## src/rtl/l2_request_arbiter_stage.sv

```systemverilog
// L2 request arbiter stage: round-robin selection among NUM_PORTS requesters,
// a combinational side-channel to the reservation (LR/SC) logic, and a single
// output register carrying the granted request and its SC-abort result.
module l2_request_arbiter_stage #(
    parameter int NUM_PORTS = 4,
    localparam int unsigned IDW = $clog2(NUM_PORTS)
) (
    input  logic                          clk,
    input  logic                          rst,

    input  logic [NUM_PORTS-1:0]          req_valid,
    input  logic [NUM_PORTS-1:0][31:2]    req_addr,
    input  logic [NUM_PORTS-1:0]          req_lr,
    input  logic [NUM_PORTS-1:0]          req_sc,
    input  logic [NUM_PORTS-1:0]          req_store,
    output logic [NUM_PORTS-1:0]          req_ready,

    output logic [31:2]                   res_addr,
    output logic [IDW-1:0]                res_id,
    output logic                          res_strobe,
    output logic                          res_lr,
    output logic                          res_sc,
    output logic                          res_store,
    input  logic                          res_abort,

    output logic                          out_valid,
    input  logic                          out_ready,
    output logic [31:2]                   out_addr,
    output logic [IDW-1:0]                out_id,
    output logic                          out_lr,
    output logic                          out_sc,
    output logic                          out_store,
    output logic                          out_sc_fail
);

    logic [IDW-1:0] ptr;
    logic [IDW-1:0] ptr_nxt;
    logic [IDW-1:0] win_id;
    logic [IDW-1:0] cand;
    logic           win_found;
    logic           accept;
    int             sum;

    // Round-robin search: first valid port starting at ptr, wrapping modulo NUM_PORTS.
    always_comb begin
        win_found = 1'b0;
        win_id    = '0;
        sum       = 0;
        cand      = '0;
        for (int i = 0; i < NUM_PORTS; i++) begin
            sum = int'(ptr) + i;
            if (sum >= NUM_PORTS) begin
                sum = sum - NUM_PORTS;
            end
            cand = IDW'(sum);
            if (!win_found && req_valid[cand]) begin
                win_found = 1'b1;
                win_id    = cand;
            end
        end
    end

    // Accept when something is pending and the output register is free or
    // draining this cycle; reset suppresses any grant.
    always_comb begin
        accept    = win_found & (~out_valid | out_ready) & ~rst;
        req_ready = '0;
        if (accept) begin
            req_ready[win_id] = 1'b1;
        end
    end

    // Winner is presented to the reservation logic in the grant cycle.
    always_comb begin
        res_addr   = req_addr[win_id];
        res_id     = win_id;
        res_lr     = req_lr[win_id];
        res_sc     = req_sc[win_id];
        res_store  = req_store[win_id];
        res_strobe = accept;
    end

    // Pointer moves to the port just after the winner, wrapping at the top.
    always_comb begin
        if (win_id == IDW'(NUM_PORTS - 1)) begin
            ptr_nxt = '0;
        end else begin
            ptr_nxt = win_id + IDW'(1);
        end
    end

    // Priority pointer register.
    always_ff @(posedge clk) begin
        if (rst) begin
            ptr <= '0;
        end else if (accept) begin
            ptr <= ptr_nxt;
        end
    end

    // Output register: load on accept (including drain-and-reload), clear on drain.
    always_ff @(posedge clk) begin
        if (rst) begin
            out_valid   <= 1'b0;
            out_addr    <= '0;
            out_id      <= '0;
            out_lr      <= 1'b0;
            out_sc      <= 1'b0;
            out_store   <= 1'b0;
            out_sc_fail <= 1'b0;
        end else if (accept) begin
            out_valid   <= 1'b1;
            out_addr    <= req_addr[win_id];
            out_id      <= win_id;
            out_lr      <= req_lr[win_id];
            out_sc      <= req_sc[win_id];
            out_store   <= req_store[win_id];
            out_sc_fail <= req_sc[win_id] & res_abort;
        end else if (out_valid && out_ready) begin
            out_valid   <= 1'b0;
        end
    end

endmodule

```

## config.mk

```make
export PLATFORM = sky130hd
export DESIGN_NAME = l2_request_arbiter_stage
export DESIGN_NICKNAME = d
export VERILOG_FILES = /design/src/rtl/l2_request_arbiter_stage.sv
export SDC_FILE = /design/constraint.sdc
export NUM_CORES = 1
export LEC_CHECK = 0
export CAP_MARGIN = 20
export CORE_AREA = 3 3 120 99
export CTS_CLUSTER_SIZE = 40
export DETAILED_ROUTE_END_ITERATION = 12
export DIE_AREA = 0 0 123 102
export HOLD_SLACK_MARGIN = 0.12
export PLACE_DENSITY = 0.74
export SLEW_MARGIN = 40
export SYNTH_ARGS = -nofsm -noshare
export SYNTH_HDL_FRONTEND = slang
export SYNTH_SLANG_ARGS = --single-unit
```

## constraint.sdc

```tcl
create_clock -name clk -period 2.01 [get_ports clk]
set_input_delay 0.3015 -clock clk [delete_from_list [all_inputs] [get_ports clk]]
set_output_delay 0.3015 -clock clk [all_outputs]
set_load 0.03 [all_outputs]
```

Yosys cells after proc, flatten, opt, wreduce, memory -nomap -nowiden:

Cells that the tools add are included.

* order comparisons: 10
* bitwise gates (word level): 6
* muxes and demuxes: 34
* reductions and logical operators: 9
* equality and inequality tests: 1
* add/subtract/negate cells: 8

Operators by type and width (number)
* $bmux 30 s2: 1
* $mux 30: 1
* $mux 2: 9
* $lt 2x3->1 const B: 5
* $bmux 1 s2: 7
* $mux 1: 14
* $ge 3x3->1 const B: 3
* $sub 2x1->2 const B: 4
* $add 2x2->3 const B: 2
* $logic_and 1x1->1: 5
* $mux 4: 1
* $add 2x1->3 const B: 1
* $and 1x1->1: 3
* $ge 2x3->1 const B: 1
* $logic_not 1->1: 3
* $add 2x1->2 const B: 1
* $demux 1 s2: 1
* $eq 2x2->1 const B: 1
* $ge 2x1->1 const B: 1
* $not 1->1: 2
* $reduce_bool 2->1: 1
* $or 1x1->1: 1

* word-level logic and storage cells: 76
* bits of input ports: 140
* register bits after elaboration: 39

Depth between registers and ports, before layout:

* depth after elaboration: 19
* mapped depth: 8

Least setup slack after synthesis:

Ideal clock, no wire load.

* path type: register to output
* start: reg ptr[1]
* end: out res_sc
* cell stages (with the launch flop): 7
* path slack: -384 ps
* path buffers: 2
* arrival time: 2093 ps
* required time: 1709 ps
* cell sequence: dfxtp_1 -> mux2i_1 -> nor2_1 -> a311oi_4 -> buf_6 -> buf_6 -> mux2i_1

* longest elaborated chain between the ends: 16

RTL lines
* start, declared: line 36 `logic [IDW-1:0] ptr;`
* start signal, assigned: line 97 `ptr <= ptr_nxt;`
* branches (longest 13 deep; another with $add 2x1->3)
* $mux 2 (*): line 56 `if (!win_found && req_valid[cand]) begin`
* via res_id[0]: line 19 `output logic [IDW-1:0] res_id,`
* $bmux 1 s2 (*): line 78 `res_sc = req_sc[win_id];`
* $mux 1 (not written as such) (*): line 78
* end, declared: line 22 `output logic res_sc,`

Mark *: on every way through the listed nets, which the timed path passes. The select of a mux whose other input is x is not followed.

Worst setup path after layout:

* start: reg ptr[1]
* end: out res_addr[22] (netlist bit)

* longest elaborated chain between the ends: 16

RTL lines
* branches (longest 13 deep; another with $add 2x1->3)
* $mux 2 (*): line 56
* $bmux 30 s2 (*): line 75 `res_addr = req_addr[win_id];`
* $mux 30 (not written as such) (*): line 75
* end, declared: line 18 `output logic [31:2] res_addr,`

Mark *: on every way between the ends. The select of a mux whose other input is x is not followed.

==> results.sh <==
export IMPL_status="finished, violations left"
export IMPL_violations="negative setup slack"
export IMPL_post_route_period_util_pct=130
export IMPL_cp_end_kind="output port"
export IMPL_final_hold_violation_count=0
export IMPL_antenna_found_initial=0
export IMPL_critPathTopFamily="buffers and inverters"
export IMPL_r2r_start="ptr[1]$_SDFFE_PP0P_"
export IMPL_grt_pass1_wl_mm=18.3
export IMPL_leakage_uw=0.00284
export IMPL_rrSetupSlack_ns=-0.30
export IMPL_io_pins=217
export IMPL_maxSlewHeadroom_pct=70.1
export IMPL_gr_total_overflow=0
export IMPL_finalSetupViolCount=70
export IMPL_ant_nets=0
export IMPL_final_util_pct=67.2
export IMPL_yosysUniqueCellTypes=27
export IMPL_critical_path_class="reg -> out"
export IMPL_drt_iter0_markers=78
export IMPL_dieArea_um2=12500
export IMPL_die_h_um=102
export IMPL_drive_gt1_share_pct=44.2
export IMPL_ys_warn_count=0
export IMPL_path_depth=9
export IMPL_vias=3208
export IMPL_synthesis_area_um2=2670
export IMPL_max_freq_ghz=0.384
export IMPL_cp_arrival_ns=2.31
export IMPL_critical_path_max_stage_delay_ns=0.36
export IMPL_r2r_end="out_addr[10]$_SDFFE_PP0P_"
export IMPL_hold_depth=2
export IMPL_rsz0062_at_grt="yes"
export IMPL_synth_ff_latch_count=39
export IMPL_endpoint="res_addr[22]"
export IMPL_via_per_inst=4.60
export IMPL_period_needed_ns=2.61
export IMPL_port_buffers=216
export IMPL_start_kind="register"
export IMPL_syn_nets=410
export IMPL_core_rowCount=34
export IMPL_ir_drop_uv=435
export IMPL_critPathSlowestCell="a311oi_4"
export IMPL_critPathBufInv=4
export IMPL_cts_max_level=2
export IMPL_cts_tree="yes"
export IMPL_drt_wl_total_mm=12.2
export IMPL_clock_latency_ns=0.28
export IMPL_cts_buffers=5
export IMPL_cts_max_path_buffers=2
export IMPL_slew_violations=0
export IMPL_setup_ws_ns=-0.597
export IMPL_syn2layout_area_growth_pct=171
export IMPL_fin_nets=697
export IMPL_root_buffer="clkbuf_16"
export IMPL_wl_per_cell_um=17.5
export IMPL_placed_cells=661
export IMPL_tightest_slew_ns=0.448
export IMPL_cp_max_fo=7
export IMPL_diodes=0
export IMPL_crit_top_cell="buf_6"
export IMPL_drc_errors=0
export IMPL_skew_ns=0.00558
export IMPL_rr_worst_depth=11
export IMPL_cap_violations=0
export IMPL_grt_max_degree=40
export IMPL_drt_pass1_iter_count=4
export IMPL_avgSynthCellArea_um2=10.0
export IMPL_initial_core_util_pct=24.8
export IMPL_place_hpwl_mm=8.41
export IMPL_netlist_instances=266
export IMPL_path_clk_slew_ns=0.06
export IMPL_cp_required_ns=1.71
export IMPL_fillers=762
export IMPL_power_density_nw_per_um2=846
export IMPL_grt_pass1_vias=3602
export IMPL_finalNonFillerCells=698
export IMPL_yosysSeqAreaShare_pct=29.3
export IMPL_design_core_area_um2=10800
export IMPL_die_w_um=123
export IMPL_startpoint="ptr[1]$_SDFFE_PP0P_"
export IMPL_gr_usage_all_layers_pct=18.9
export IMPL_cts_sinks=39
export IMPL_finalPower_uw=6120
export IMPL_place_congestion=0.815
export IMPL_place_ws_ns=-1.05
export IMPL_min_path_type="reg -> reg"
export IMPL_worstPathCellList="mux2i_1, nor2_1, a311oi_4, buf_6, buf_6, buf_12, mux2i_1, mux2i_2, buf_6"
-- through the flow --
step / hold slack, ns / TNS, ns / area [um^2]
floorplan: 0.436 / -0.621 / 3100
global placement: 0.471 / -45.27 / 5750
detailed placement: 0.487 / -49.07 / 5750
CTS: 0.497 / -25.20 / 6990
global route: 0.511 / -32.26 / 7230
finish: 0.500 / -24.39 / 7230
-- state kept, by name, summed over array words and instances (netlist names) --
| signal | count |
|---|---|
| out_sc | 1 |
| out_lr | 1 |
| out_sc_fail | 1 |
| out_valid | 1 |
| out_addr | 30 |
| out_store | 1 |
| ptr | 2 |
| out_id | 2 |
-- cells by family (layout without fill, tap and decap cells) --
family,count (synthesis),after routing,synth area share (%)
buf+inv,29,317,5.63
fa+ha+maj,4,4,1.88
flops,39,39,29.3
simple gates,51,51,13.2
mux,100,100,37.6
compound gates,43,43,12.4
-- placed cells by master, fill, tap and decap left out, drive strengths merged, types with 4 or more instances in the layout --
cell type        n
nor3b           34
clkdlybuf4s50  172
clkbuf           5
and2             4
dfxtp           39
mux2i          100
a21o            33
dlygate4sd2      4
inv              5
ha               4
buf            128
-- cells in the mapped netlist --
library cell / count / area, um^2
nor3b_1: 34 / 255
buf_4: 3 / 22.5
nand2_1: 2 / 7.51
o21ai_0: 2 / 10.0
a21oi_1: 3 / 15.0
buf_1: 1 / 3.75
a31o_1: 1 / 8.76
buf_6: 3 / 33.8
ha_1: 4 / 50.1
nand2b_1: 1 / 6.26
nand3b_1: 3 / 22.5
dfxtp_1: 39 / 781
a311oi_4: 1 / 26.3
mux2i_1: 100 / 1000
o2bb2a_1: 1 / 10.0
or3_1: 1 / 6.26
nor2b_1: 2 / 12.5
and2_1: 4 / 25.0
clkbuf_1: 11 / 41.3
inv_2: 2 / 7.51
nor2_1: 3 / 11.3
a21o_1: 33 / 248
buf_2: 6 / 30.0
nor4_1: 1 / 6.26
inv_1: 3 / 11.3
a211oi_1: 1 / 7.51
o21ai_1: 1 / 5.00
-- final cells by class --
cell class	count	area (um^2)	share of cell area (%)
repair buffers	304	3210	44.4
inverters	5	26.3	0.363
clock buffers	5	125	1.73
clock inverters	3	67.6	0.934
well taps	144	180	2.49
flip-flops and latches	39	782	10.8
multi-input cells	198	2840	39.3
-- worst min-delay path by stage --
| stage | slack, ns | from | endpoint |
|---|---|---|---|
| floorplan | 0.44 | res_abort | out_sc_fail$_SDFFE_PP0P_ |
| global placement | 0.47 | out_id[0]$_SDFFE_PP0P_ | out_id[0]$_SDFFE_PP0P_ |
| detailed placement | 0.49 | out_id[0]$_SDFFE_PP0P_ | out_id[0]$_SDFFE_PP0P_ |
| CTS | 0.50 | out_id[0]$_SDFFE_PP0P_ | out_id[0]$_SDFFE_PP0P_ |
| global route | 0.51 | out_id[0]$_SDFFE_PP0P_ | out_id[0]$_SDFFE_PP0P_ |
| finish | 0.50 | out_id[0]$_SDFFE_PP0P_ | out_id[0]$_SDFFE_PP0P_ |
-- layer usage --
| layer | track usage [%] | vias to the layer above | wire, um | part of all wire (%) |
|---|---|---|---|---|
| met2 | 35.5 | 143 | 6520 | 53 |
| met5 | 0 | - | 0 | 0 |
| met3 | 6.70 | 21 | 1140 | 9.3 |
| met1 | 20.1 | 1494 | 4270 | 35 |
| li1 | - | 1550 | - | - |
| met4 | 4.94 | 0 | 284 | 2.3 |
-- timing repair --
item                       in CTS  in global routing
setup endpoints to repair      74                 74
gates resized for setup       264                102
buffers inserted               29                 25
pin swaps                       5                 27
hold buffers                    0                  0
cloned                          3                  0
-- power breakdown --
| group | internal [uW] | leakage [uW] | switching, uW |
|---|---|---|---|
| clock | 711 | 0.0000900 | 328 |
| combinational | 2290 | 0.00242 | 1820 |
| sequential | 909 | 0.000325 | 64.6 |
-- tightest hold or removal path: cells and delay by family (launching register included) --
| family | cells | cell delay, ns |
|---|---|---|
| and+or+nand+nor | 1 | 0.08 |
| AOI/OAI and AO/OA | 1 | 0.06 |
| DFF | 1 | 0.31 |
No activity file was read; power rests on OpenSTA's default activity.
